File: src/rtl/is_psum_drain_if.sv
// Psum ingress and row egress bundle for the drain collector.
interface is_psum_drain_if #(
  parameter int COLS      = 4,
  parameter int WIDTH_MAC = 48
);
  logic [COLS*WIDTH_MAC-1:0] psum_in;
  logic [COLS-1:0]           psum_vld;
  logic [COLS*WIDTH_MAC-1:0] out_data;
  logic                      out_valid;
  logic                      out_ready;

  modport master (
    output psum_in, psum_vld, out_ready,
    input  out_data, out_valid
  );
  modport slave (
    input  psum_in, psum_vld, out_ready,
    output out_data, out_valid
  );
endinterface

File: src/rtl/is_psum_drain.sv
// De-skews array column psums into rows, buffers them and streams
// each row out; an FSM tracks the rows of one tile.
module is_psum_drain #(
  parameter int COLS      = 4,
  parameter int WIDTH_MAC = 48,
  parameter int DEPTH     = 8,
  parameter int CNT_W     = 16
) (
  input  logic             clk,
  input  logic             rst,
  input  logic             clear,
  input  logic             start,
  input  logic [CNT_W-1:0] tile_len,
  is_psum_drain_if.slave   io,
  output logic             almost_full,
  output logic             busy,
  output logic             done,
  output logic             err_ovf,
  output logic             err_skew
);
  localparam int RW = COLS*WIDTH_MAC;
  localparam int AW = $clog2(DEPTH);
  localparam int OW = $clog2(DEPTH+1);

  typedef enum logic [1:0] {
    IDLE, COLLECT, DRAIN, DONE
  } state_t;

  state_t state, state_nxt;

  logic [WIDTH_MAC-1:0] al_d [COLS];
  logic [COLS-1:0]      al_v;
  logic [RW-1:0]        al_row;

  // Column j waits COLS-1-j cycles so all columns meet the last one.
  for (genvar j = 0; j < COLS; j++) begin : g_col
    localparam int NS = COLS-1-j;
    if (NS == 0) begin : g_pass
      assign al_d[j] = io.psum_in[j*WIDTH_MAC +: WIDTH_MAC];
      assign al_v[j] = io.psum_vld[j];
    end else begin : g_dly
      logic [WIDTH_MAC-1:0] sd [NS];
      logic [NS-1:0]        sv;
      always_ff @(posedge clk or posedge rst) begin
        if (rst) begin
          for (int s = 0; s < NS; s++) sd[s] <= '0;
          sv <= '0;
        end else if (clear) begin
          for (int s = 0; s < NS; s++) sd[s] <= '0;
          sv <= '0;
        end else begin
          sd[0] <= io.psum_in[j*WIDTH_MAC +: WIDTH_MAC];
          sv[0] <= io.psum_vld[j];
          for (int s = 1; s < NS; s++) begin
            sd[s] <= sd[s-1];
            sv[s] <= sv[s-1];
          end
        end
      end
      assign al_d[j] = sd[NS-1];
      assign al_v[j] = sv[NS-1];
    end
  end

  always_comb begin
    al_row = '0;
    for (int j = 0; j < COLS; j++)
      al_row[j*WIDTH_MAC +: WIDTH_MAC] = al_d[j];
  end

  logic [RW-1:0]    mem [DEPTH];
  logic [AW-1:0]    wp, rp;
  logic [OW-1:0]    cnt, cnt_nxt;
  logic [CNT_W-1:0] len_q, rows_in, rows_nxt;
  logic             complete, partial, in_col;
  logic             full, pop, push, wr_ok;

  assign complete = &al_v;
  assign partial  = (|al_v) && !complete;
  assign in_col   = state == COLLECT;
  assign full     = cnt == OW'(DEPTH);
  assign pop      = io.out_valid && io.out_ready;
  assign wr_ok    = complete && in_col;
  assign push     = wr_ok && (!full || pop);
  assign rows_nxt = rows_in + CNT_W'(wr_ok);

  assign io.out_valid = cnt != '0;
  assign io.out_data  = io.out_valid ? mem[rp] : '0;
  assign busy         = state != IDLE;
  assign done         = state == DONE;

  always_comb begin
    cnt_nxt = cnt;
    if (push && !pop)      cnt_nxt = cnt + OW'(1);
    else if (pop && !push) cnt_nxt = cnt - OW'(1);
  end

  always_comb begin
    state_nxt = state;
    unique case (state)
      IDLE:
        if (start)
          state_nxt = (tile_len == '0) ? DONE : COLLECT;
      COLLECT:
        if (rows_nxt == len_q) state_nxt = DRAIN;
      DRAIN:
        if (cnt == '0) state_nxt = DONE;
      DONE:    state_nxt = IDLE;
      default: state_nxt = IDLE;
    endcase
  end

  always_ff @(posedge clk or posedge rst) begin
    if (rst) begin
      state       <= IDLE;
      len_q       <= '0;
      rows_in     <= '0;
      wp          <= '0;
      rp          <= '0;
      cnt         <= '0;
      almost_full <= 1'b0;
      err_ovf     <= 1'b0;
      err_skew    <= 1'b0;
    end else if (clear) begin
      state       <= IDLE;
      len_q       <= '0;
      rows_in     <= '0;
      wp          <= '0;
      rp          <= '0;
      cnt         <= '0;
      almost_full <= 1'b0;
      err_ovf     <= 1'b0;
      err_skew    <= 1'b0;
    end else begin
      state <= state_nxt;
      if (state == IDLE && start) begin
        len_q   <= tile_len;
        rows_in <= '0;
      end else if (wr_ok) begin
        rows_in <= rows_nxt;
      end
      if (push) wp <= wp + AW'(1);
      if (pop)  rp <= rp + AW'(1);
      cnt         <= cnt_nxt;
      almost_full <= int'(cnt_nxt) >= DEPTH-COLS;
      // A dropped row still counts so the tile can finish.
      if (wr_ok && full && !pop) err_ovf <= 1'b1;
      if (partial || (complete && !in_col)) err_skew <= 1'b1;
    end
  end

  always_ff @(posedge clk) begin
    if (push && !clear) mem[wp] <= al_row;
  end
endmodule
File: src/flat_wrapper.sv
// flat-port wrapper written by rule: the top's interface ports become plain ports
module is_psum_drain_flat 
#(
  parameter int COLS      = 4,
  parameter int WIDTH_MAC = 48,
  parameter int DEPTH     = 8,
  parameter int CNT_W     = 16
)
  (clk, rst, clear, start, tile_len, almost_full, busy, done, err_ovf, err_skew, io_psum_in, io_psum_vld, io_out_ready, io_out_data, io_out_valid);
  is_psum_drain_if #(.COLS(COLS), .WIDTH_MAC(WIDTH_MAC)) io_i ();
  input  logic clk;
  input  logic rst;
  input  logic clear;
  input  logic start;
  input  logic [CNT_W-1:0] tile_len;
  output logic almost_full;
  output logic busy;
  output logic done;
  output logic err_ovf;
  output logic err_skew;
  input wire logic [$bits(io_i.psum_in)-1:0] io_psum_in;
  input wire logic [$bits(io_i.psum_vld)-1:0] io_psum_vld;
  input wire logic [$bits(io_i.out_ready)-1:0] io_out_ready;
  output wire logic [$bits(io_i.out_data)-1:0] io_out_data;
  output wire logic [$bits(io_i.out_valid)-1:0] io_out_valid;
  assign io_i.psum_in = io_psum_in;
  assign io_i.psum_vld = io_psum_vld;
  assign io_i.out_ready = io_out_ready;
  assign io_out_data = io_i.out_data;
  assign io_out_valid = io_i.out_valid;
  is_psum_drain #(.COLS(COLS), .WIDTH_MAC(WIDTH_MAC), .DEPTH(DEPTH), .CNT_W(CNT_W)) u_core (.clk(clk), .rst(rst), .clear(clear), .start(start), .tile_len(tile_len), .io(io_i), .almost_full(almost_full), .busy(busy), .done(done), .err_ovf(err_ovf), .err_skew(err_skew));
endmodule
File: config.mk
export PLATFORM = sky130hd
export DESIGN_NAME = is_psum_drain_flat
export DESIGN_NICKNAME = d
export VERILOG_FILES = /design/src/rtl/is_psum_drain_if.sv /design/src/rtl/is_psum_drain.sv /design/src/flat_wrapper.sv
export SDC_FILE = /design/constraint.sdc
export NUM_CORES = 2
export LEC_CHECK = 0
export BUFFER_PORTS_ARGS = -buffer_cell sky130_fd_sc_hd__buf_2
export CAP_MARGIN = 40
export CORE_UTILIZATION = 54
export CTS_CLUSTER_SIZE = 12
export DETAILED_ROUTE_END_ITERATION = 7
export GPL_TIMING_DRIVEN = 0
export PLACE_DENSITY = 0.75
export SYNTH_ARGS = -nofsm -noshare
export SYNTH_HDL_FRONTEND = slang
export SYNTH_SLANG_ARGS = --single-unit
File: constraint.sdc
create_clock -name clk -period 16.5 [get_ports clk]
set_input_delay 3.3 -clock clk [delete_from_list [all_inputs] [get_ports clk]]
set_output_delay 3.3 -clock clk [all_outputs]
set_load 0.02 [all_outputs]
==> impl_metrics.env <==
export IMPL_power_switching_mw=3.30
export IMPL_design_core_area_mm2=0.128
export IMPL_p_seq_share_pct=44.8
export IMPL_synth_mux_area_share_pct=15.1
export IMPL_outcome="finished, final reports clean"
export IMPL_use_met2_pct=38.5
export IMPL_synthSimpleGateAreaFrac_pct=4.62
export IMPL_start_util_pct=54.7
export IMPL_synth_compound_area_share_pct=0.590
export IMPL_placedCellCount=5636
export IMPL_finalNonFillerCells=5979
export IMPL_use_met3_pct=4.18
export IMPL_synthAdderAreaFrac_pct=0.178
export IMPL_slew_headroom_pct=36.5
export IMPL_wl_per_cell_um=26.0
export IMPL_grt_pass1_wl_mm=229
export IMPL_ant_nets=0
export IMPL_dp_hpwl_mm=101
export IMPL_clkPwrFrac_pct=34.1
export IMPL_cp_common_cell="clkbuf_1"
export IMPL_yosysWarnings=0
export IMPL_grt_max_degree=93
export IMPL_drv_cap=0
export IMPL_clock_sinks=1877
export IMPL_antenna_found_initial=10
export IMPL_powerDensity_mw_per_mm2=141
export IMPL_synth_edf_count=1536
export IMPL_die_y_um=362
export IMPL_vias_per_cell=5.75
export IMPL_synth_xor_area_share_pct=0.449
export IMPL_start_kind="register"
export IMPL_dieArea_mm2=0.131
export IMPL_cts_tree="built"
export IMPL_hp_class="register to register"
export IMPL_pre_cts_ws_ps=9500
export IMPL_setup_tns_final_ps=0
export IMPL_nFillCells=8583
export IMPL_clk_latency_ps=810
export IMPL_cellLeakagePower_nw=27.9
export IMPL_crit_path_max_fanout=10
export IMPL_criticalPathCategory="register to output pin"
export IMPL_skew_ps=32.5
export IMPL_power_mw=11.6
export IMPL_cts_buffers=187
export IMPL_die_w_um=362
export IMPL_synth_cell_types=57
export IMPL_yosysTopAreaCell="edfxtp_1"
export IMPL_synthArstFlopShare_pct=18.2
export IMPL_cp_arrival_ps=3970
export IMPL_layout_setup_ws_ps=9230
export IMPL_first_pass_iters=5
export IMPL_syn_avg_cell_area_um2=20.9
export IMPL_grt_overflow=0
export IMPL_rsz0062_at_grt="false"
export IMPL_ys_seq_elements=1877
export IMPL_swShare_pct=28.3
export IMPL_gr_max_usage_layer="met2"
export IMPL_synth_top_family_by_area="multiplexers"
export IMPL_critPathSlowestCell="clkbuf_1"
export IMPL_cts_resized=0
export IMPL_fin_crit_sh_pct=44.1
export IMPL_multi_input_area_mm2=0.0148
export IMPL_synth_area_leaders="edfxtp_1 66%, mux4_2 12%, dfrtp_1 12%"
export IMPL_seq_area_frac_synth_pct=77.9
export IMPL_htree_levels=4
export IMPL_synthFlopType="edfxtp_1"
export IMPL_vias=34400
export IMPL_fmax_mhz=137
export IMPL_worst_path_largest_cell_delay_ps=620
export IMPL_p_comb_share_pct=21.1
export IMPL_route_detailed_drc=0
export IMPL_placementRows=131
export IMPL_ir_drop_mv=0.117
export IMPL_setup_viol=0
export IMPL_final_util_pct=64.5
export IMPL_synth_common_cells="1,536 x edfxtp_1, 384 x mux4_2, 341 x dfrtp_1"
export IMPL_gp_congestion=0.756
export IMPL_port_buffers=413
export IMPL_synthCells=3364
export IMPL_fin_nets=4323
export IMPL_pin_count=415
export IMPL_register_area_mm2=0.0547
export IMPL_syn2layout_area_growth_pct=17.8
export IMPL_holdBufCountCts=0
export IMPL_synth_most_common_cell="edfxtp_1"
export IMPL_period_needed_ps=7270
export IMPL_cts_clk_slew_worst_paths_ps=60
export IMPL_p_int_mw=8.33
export IMPL_grt_pass1_vias=35500
export IMPL_tightest_slew_ps=940
export IMPL_syn_area_mm2=0.0702
export IMPL_cts_setup_buffers=0
export IMPL_wl_mm=156
export IMPL_cts_buffer_depth=3
export IMPL_worst_ep_required_time_ps=13200
export IMPL_cts_root_buf="clkbuf_16"
export IMPL_crit_chain="clkbuf_1 > clkbuf_1 > buf_8 > clkbuf_1 > mux4_2 > mux2i_1 > nor2_1 > buf_2"
export IMPL_maxSlewViolCount=0
export IMPL_end_kind="output pin"
export IMPL_synth_nets=3591
export IMPL_track_usage_pct=24.1
export IMPL_hold_violations=0
export IMPL_drive_gt1_share_pct=28.8
export IMPL_synth_top_area_share_pct=65.7
export IMPL_drtIter0Drc=3548
export IMPL_use_met1_pct=34.1
-- placed cells by master (no fill, tap or decap), drive strengths merged, types with 3 or more instances in the layout --
master / count
clkinv: 30
clkbuf: 394
o31ai: 3
or2: 3
mux2i: 197
nor2: 240
or4: 3
nor2b: 297
dfrtp: 341
diode: 8
a22o: 15
xnor2: 23
inv: 23
nand4: 9
nand2b: 5
o21ai: 7
edfxtp: 1536
nand2: 21
mux4: 384
a21oi: 11
nor4: 9
nor3: 9
and3: 3
nor3b: 3
xor2: 13
buf: 614
bufinv: 5
nand3: 8
ha: 10
-- layout make-up --
cell class	instances	share of cell area, %
clock buffer	290	6.27
timing repair buffer	543	5.43
clock inverter	45	0.662
antenna	8	0.0242
tap	1729	2.62
inverter	15	0.0772
sequential	1877	66.1
multi-input combinational	1297	17.9
buffer	175	0.877
-- power by group through the flow --
stage               clock network [mW]  registers [mW]  logic, mW
global route                      4.22            5.21       2.62
floorplan                            0            5.29       1.57
CTS                               4.04            5.21       2.51
detailed placement                   0            5.30       2.49
finish                            3.97            5.21       2.46
global placement                     0            5.30       2.43
-- final timing paths --
path / startpoint / endpoint / slack (ps) / cells after the start
setup / recovery: u_core.rp[1] / io_out_data[93] / 9230 / 8
hold / removal: u_core.g_col[0].g_dly.sd[80] / u_core.al_d[176] / 450 / 1
setup reg to reg: u_core.state[1] / u_core.mem[1][120] / 12130 / 13
hold reg to reg: u_core.g_col[0].g_dly.sd[80] / u_core.al_d[176] / 450 / 1
max in group asynchronous: rst / u_core.g_col[2].g_dly.sd[30] / 12380 / 4
min in group asynchronous: rst / u_core.g_col[1].g_dly.sd[68] / 2570 / 2
-- kinds of logic (layout without fill, tap and decap cells) --
kind of cell | Yosys count | after routing
DFF | 1877 | 1877
and+or+nand+nor | 616 | 616
muxes | 581 | 581
buffers and inverters | 190 | 1068
AOI/OAI and AO/OA | 54 | 54
xor gates and xnor gates | 36 | 36
adders and majority gates | 10 | 10
other | 0 | 8
-- flip-flops by register name, summed over array words and instances, names as in the netlist --
register               flops
u_core.al_d               96
u_core.almost_full         1
u_core.cnt                 4
u_core.err_ovf             1
u_core.err_skew            1
u_core.g_col.g_dly.sd    192
u_core.g_col.g_dly.sv      6
u_core.len_q              16
u_core.mem              1536
u_core.rows_in            16
u_core.rp                  3
u_core.state               2
u_core.wp                  3
-- stage by stage --
step | instance area (um2) | hold WS, ps
6_report | 82600 | 450
5_1_grt | 82600 | 468
4_1_cts | 82600 | 453
3_5_place_dp | 76900 | 446
2_1_floorplan | 70200 | 439
3_3_place_gp | 74400 | 441
-- per-layer routing --
metal	vias to the layer above	share of wire (%)	wire [um]
met5	-	0.022	34
met3	239	6.9	10800
met2	1380	49	76300
met1	18000	41	64200
li1	14700	-	-
met4	6	2.7	4250
-- worst max-delay path: cells and delay by family, from the launching register on --
family | cells | cell delay, ps
mux | 2 | 680
simple gates | 1 | 90
flops | 1 | 340
buf+inv | 5 | 2040
Power figures use the tool's default switching activity.
